**src/rtl/pc_gen_unit.sv**
```systemverilog
// pc_gen_unit: program-counter generator feeding the IF stage.
// Selects the next fetch address (sequential step, redirect, halt/resume)
// and presents it through a pc/pc_valid + fetch_ready handshake.
// Optional build macro: PC_MISALIGN_TRAP_EN -- misaligned redirect targets
// are trapped to TRAP_VECTOR with bad_addr/misalign_err reporting; without
// it the low alignment bits of the target are simply cleared.
module pc_gen_unit #(
  parameter int unsigned          XLEN         = 32,
  parameter logic [XLEN-1:0]      RESET_VECTOR = '0,
  parameter logic [XLEN-1:0]      TRAP_VECTOR  = XLEN'(32'h0000_0100),
  parameter int unsigned          PC_STEP      = 4
) (
  input  logic            clk,
  input  logic            reset,
  input  logic            stall,
  input  logic            redirect_valid,
  input  logic [XLEN-1:0] redirect_target,
  input  logic            halt_req,
  input  logic            resume,
  input  logic            fetch_ready,
  output logic [XLEN-1:0] pc,
  output logic            pc_valid,
  output logic            halted,
  output logic            misalign_err,
  output logic [XLEN-1:0] bad_addr
);

  localparam int unsigned     ALIGN_BITS = $clog2(PC_STEP);
  localparam logic [XLEN-1:0] LOW_MASK   = XLEN'((64'd1 << ALIGN_BITS) - 64'd1);
  localparam logic [XLEN-1:0] STEP       = XLEN'(PC_STEP);

  // Elaboration-time sanity checks on the configuration.
  if (PC_STEP < 2 || (PC_STEP & (PC_STEP - 1)) != 0) begin : g_bad_step
    $error("pc_gen_unit: PC_STEP must be a power of two >= 2");
  end
  if ((TRAP_VECTOR & LOW_MASK) != '0) begin : g_bad_trap
    $error("pc_gen_unit: TRAP_VECTOR must be PC_STEP aligned");
  end

  typedef enum logic [1:0] {
    S_BOOT = 2'd0,
    S_RUN  = 2'd1,
    S_HALT = 2'd2
  } state_e;

  state_e          state_q, state_d;
  logic [XLEN-1:0] pc_q, pc_d;
  logic [XLEN-1:0] bad_addr_q, bad_addr_d;
  logic            pc_valid_q, pc_valid_d;
  logic            misalign_q, misalign_d;
  logic [XLEN-1:0] redir_pc;
  logic            redir_bad;

  // Resolve the address a redirect loads, and whether it is a trapped one.
  always_comb begin
    redir_bad = 1'b0;
    redir_pc  = redirect_target & ~LOW_MASK;
`ifdef PC_MISALIGN_TRAP_EN
    redir_bad = |(redirect_target & LOW_MASK);
    if (redir_bad) redir_pc = TRAP_VECTOR;
`endif
  end

  // Next-state and next-PC selection; redirect beats halt beats stall beats step.
  always_comb begin
    state_d    = state_q;
    pc_d       = pc_q;
    pc_valid_d = pc_valid_q;
    misalign_d = 1'b0;
    bad_addr_d = bad_addr_q;
    case (state_q)
      S_BOOT: begin
        state_d    = S_RUN;
        pc_valid_d = 1'b1;
        pc_d       = RESET_VECTOR;
      end
      S_RUN: begin
        if (redirect_valid) begin
          pc_d       = redir_pc;
          pc_valid_d = 1'b1;
          if (redir_bad) begin
            misalign_d = 1'b1;
            bad_addr_d = redirect_target;
          end
        end else if (halt_req) begin
          state_d    = S_HALT;
          pc_valid_d = 1'b0;
        end else if (stall) begin
          pc_d = pc_q;
        end else if (pc_valid_q && fetch_ready) begin
          pc_d = pc_q + STEP;
        end
      end
      S_HALT: begin
        // Redirect and resume are independent here: both may act in one cycle.
        if (redirect_valid) begin
          pc_d = redir_pc;
          if (redir_bad) begin
            misalign_d = 1'b1;
            bad_addr_d = redirect_target;
          end
        end
        if (resume) begin
          state_d    = S_RUN;
          pc_valid_d = 1'b1;
        end else begin
          pc_valid_d = 1'b0;
        end
      end
      default: begin
        state_d    = S_BOOT;
        pc_valid_d = 1'b0;
        pc_d       = RESET_VECTOR;
      end
    endcase
  end

  // State and datapath registers with asynchronous active-low reset.
  always_ff @(posedge clk or negedge reset) begin
    if (!reset) begin
      state_q    <= S_BOOT;
      pc_q       <= RESET_VECTOR;
      pc_valid_q <= 1'b0;
      misalign_q <= 1'b0;
      bad_addr_q <= '0;
    end else begin
      state_q    <= state_d;
      pc_q       <= pc_d;
      pc_valid_q <= pc_valid_d;
      misalign_q <= misalign_d;
      bad_addr_q <= bad_addr_d;
    end
  end

  assign pc           = pc_q;
  assign pc_valid     = pc_valid_q;
  assign halted       = (state_q == S_HALT);
  assign misalign_err = misalign_q;
  assign bad_addr     = bad_addr_q;

endmodule

```
**config.mk**
```make
export PLATFORM = sky130hd
export DESIGN_NAME = pc_gen_unit
export DESIGN_NICKNAME = d
export VERILOG_FILES = /design/src/rtl/pc_gen_unit.sv
export SDC_FILE = /design/constraint.sdc
export NUM_CORES = 1
export LEC_CHECK = 0
export ABC_AREA = 1
export ABC_CLOCK_PERIOD_IN_PS = 1900
export BUFFER_PORTS_ARGS = -buffer_cell sky130_fd_sc_hd__buf_2
export CAP_MARGIN = 20
export CORE_UTILIZATION = 50
export DETAILED_ROUTE_END_ITERATION = 10
export MAX_ROUTING_LAYER = met4
export PLACE_DENSITY = 0.86
export SLEW_MARGIN = 20
export SYNTH_ARGS = -nofsm -noshare
export SYNTH_HDL_FRONTEND = slang
export SYNTH_SLANG_ARGS = --single-unit
```
**constraint.sdc**
```tcl
create_clock -name clk -period 1.9 [get_ports clk]
set_input_delay 0.19 -clock clk [delete_from_list [all_inputs] [get_ports clk]]
set_output_delay 0.19 -clock clk [all_outputs]
set_load 0.01 [all_outputs]
```
==> out/metrics.yaml <==
sta:
  worst_slack_ns: 0.174
  finalCritPeriodShare_pct: 90.8
  period_minus_slack_ns: 1.73
  hold_viol_final: 33
  maxSlewViolCount: 0
  rsz0062_at_grt: "no"
  worst_hold_slack_ns: -0.0229
  skew_ns: 0.00610
  max_freq_mhz: 579
  worst_pin_slew_ns: 0.782
  final.setup.tns_ns: 0
  slew_headroom_pct: 47.9
  setup_viol: 0
placed_design:
  dp.cells: 584
  dp_slack_ns: 0.00280
  port_buffers: 68
  post-dp-hpwl_um: 4970
  place_congestion: 0.881
die:
  coreArea_sq_um: 5270
  io_pins: 106
  dieArea_sq_um: 5940
  row_count: 26
  die_y_um: 77.1
  fp.dieW_um: 77.1
  initial_core_util_pct: 53.5
clock_network:
  cts.path.max_buffers: 2
  root_buffer: "clkbuf_8"
  htreeDepth: 2
  post_cts_buffers: 0
  clk_latency_ns: 0.29
  cts_made_buffers: 5
  cts_tree: "done"
  clk_pin_slew_ns: 0.07
  clock-sinks: 33
setup_path:
  reg2reg_depth: 10
  path_cells: "ha_1 -> nand2_1 -> nor2_2 -> nand2_1 -> nor2_4 -> nand3_1 -> nand3_1 -> nand2_1 -> nand2_1 -> nand2_1"
  max_stage_delay_ns: 0.41
  crit_path_frequent_cell: "nand2_1"
  r2r_start: "pc[2]"
  arrival_ns: 1.91
  crit_type: "reg2reg"
  crit_required_ns: 2.09
  cp-start-kind: "flop"
  rrSetupSlack_ns: 0.17
  path_max_fanout: 6
  endpoint_kind: "flop"
  r2r-end: "pc[22]"
  cpMaxStageDelayCell: "dfrtp_1"
  path_buf_inv: 0
  path_delay_family: "simple AND/OR/NAND/NOR gates"
min_path:
  hold_path.class: "in2async"
layout:
  antennaDiodeCount: 0
  final_cell_mix: "nand2_1, buf_2, nor2_1"
  drive_gt1_share_pct: 19.4
  syn2layout_area_growth_pct: 12.4
  final_common_cell: "nand2_1"
  post_layout_nonfiller_instances: 591
  fin_nets: 566
  final_core_utilization_pct: 60.2
routing:
  final_antenna_net_count: 0
  via_per_inst: 4.93
  wl_um: 6930
  drcViolationCount: 0
  dr.pass1.iters: 4
  wl_per_cell_um: 11.7
  drt_iter0_drc: 192
  via_count: 2913
synth:
  synth_top_area_cell: "dfrtp_1"
  synth_area_sq_um: 2820
  synth_area_leaders: "dfrtp_1, nand2_1, buf_4"
  synth-seq-area-share_pct: 29.3
  avgSynthCellArea_sq_um: 6.24
  yosysUniqueCellTypes: 32
  synth_top_area_share_pct: 29.3
  synth-seq-cells: 33
  ys_warn_count: 0
  netlist_instances: 452
grt:
  grt_pass1_wl_um: 11600
  antenna_found_initial: 0
  overflow: 0
  track_usage_pct: 25.0
  first_global_vias: 2667
  grt_max_degree: 34
pwr:
  max-vdd-ir-drop_mv: 0.975
  power.density_nw_per_um2: 1180
  leakagePower_nw: 1.69
run:
  max_cap_violations: 0
status:
  status: "finished with violations"
  violations: "negative hold slack"
per-stage QoR:
stage / cell area, sq um / power [mW] / hold slack, ns
final: 3170 / 3.73 / -0.0229
after global routing: 3170 / 4.07 / 0.0447
after CTS: 3150 / 3.65 / 0.00197
after detailed placement: 3080 / 3.13 / 0.317
after global placement: 3080 / 3.07 / 0.303
after floorplan: 2950 / 2.65 / -0.106
final cells by class:
class	count	area (sq um)
fillers	514	2100
multi-input cells	370	1660
flip-flops and latches	33	826
repair buffers	73	378
inverters	39	149
well taps	70	87.6
clock buffers	5	68.8
clock inverters	1	5.00
power breakdown:
part	switching [mW]	internal (mW)
clock network	0.263	0.241
logic	1.27	0.654
registers	0.349	0.957
worst reg2reg max path, stage by stage, from the launching register on:
cell and delay (ns):
dfrtp_1 0.41, ha_1 0.19, nand2_1 0.10, nor2_2 0.19
nand2_1 0.19, nor2_4 0.21, nand3_1 0.09, nand3_1 0.10
nand2_1 0.05, nand2_1 0.05, nand2_1 0.05
metal layers:
metal  up-vias  routed length, um  global-route usage, %
met5         -                  0                      -
met4         0                106                   10.6
met3        13                433                   3.33
met2       124               3370                   43.3
met1      1306               3020                   29.0
li1       1470                  -                      -
flip-flops by register name, summed over array words and instances (netlist names):
name and cells:
state_q 2, pc 30, pc_valid 1
timing repair:
item,CTS,global route
endpoints found under the hold margin,0,0
hold buffers,0,0
gates resized for setup,1,2
pin swaps,1,1
gates cloned,0,1
endpoints found under the setup margin,1,30
cell usage after synthesis:
cell type,count
o21ai_2,1
o22ai_1,2
a22oi_1,1
o211ai_1,1
nand2_1,201
nand2_2,3
buf_6,2
nand3b_1,1
buf_2,4
inv_1,37
nand4_1,1
buf_4,37
or2_2,3
o21bai_1,1
inv_4,1
dfrtp_1,33
nand2_4,1
o22ai_2,1
nor2_2,3
conb_1,1
o21ai_0,20
ha_1,5
and2_1,2
nand3_1,29
a22o_1,3
nor2_4,6
nor2_1,38
clkbuf_1,1
clkbuf_8,1
o21ai_1,4
a21oi_1,7
inv_2,1
worst max-delay path by stage:
stage | startpoint | end | depth (start not counted) | slack [ns]
floorplan | pc[2] | pc[14] | 10 | 0.35
global placement | state_q[1] | pc[4] | 8 | 0.08
detailed placement | state_q[1] | pc[2] | 9 | 0.003
CTS | state_q[0] | pc[4] | 6 | 0.05
global route | pc[2] | pc[26] | 11 | 0.01
finish | pc[2] | pc[22] | 10 | 0.17
kinds of logic (layout without fill, tap and decap cells):
| kind of cell | after synthesis | in the layout | share of synthesized area [%] |
|---|---|---|---|
| buffers and inverters | 84 | 118 | 17.3 |
| AO/OA/AOI/OAI | 41 | 41 | 8.43 |
| flip-flops | 33 | 33 | 29.3 |
| AND/OR/NAND/NOR | 288 | 289 | 42.7 |
| adder cells (fa/ha/maj) | 5 | 5 | 2.22 |
| other | 1 | 35 | 0.133 |
Power figures use the tool's default switching activity.
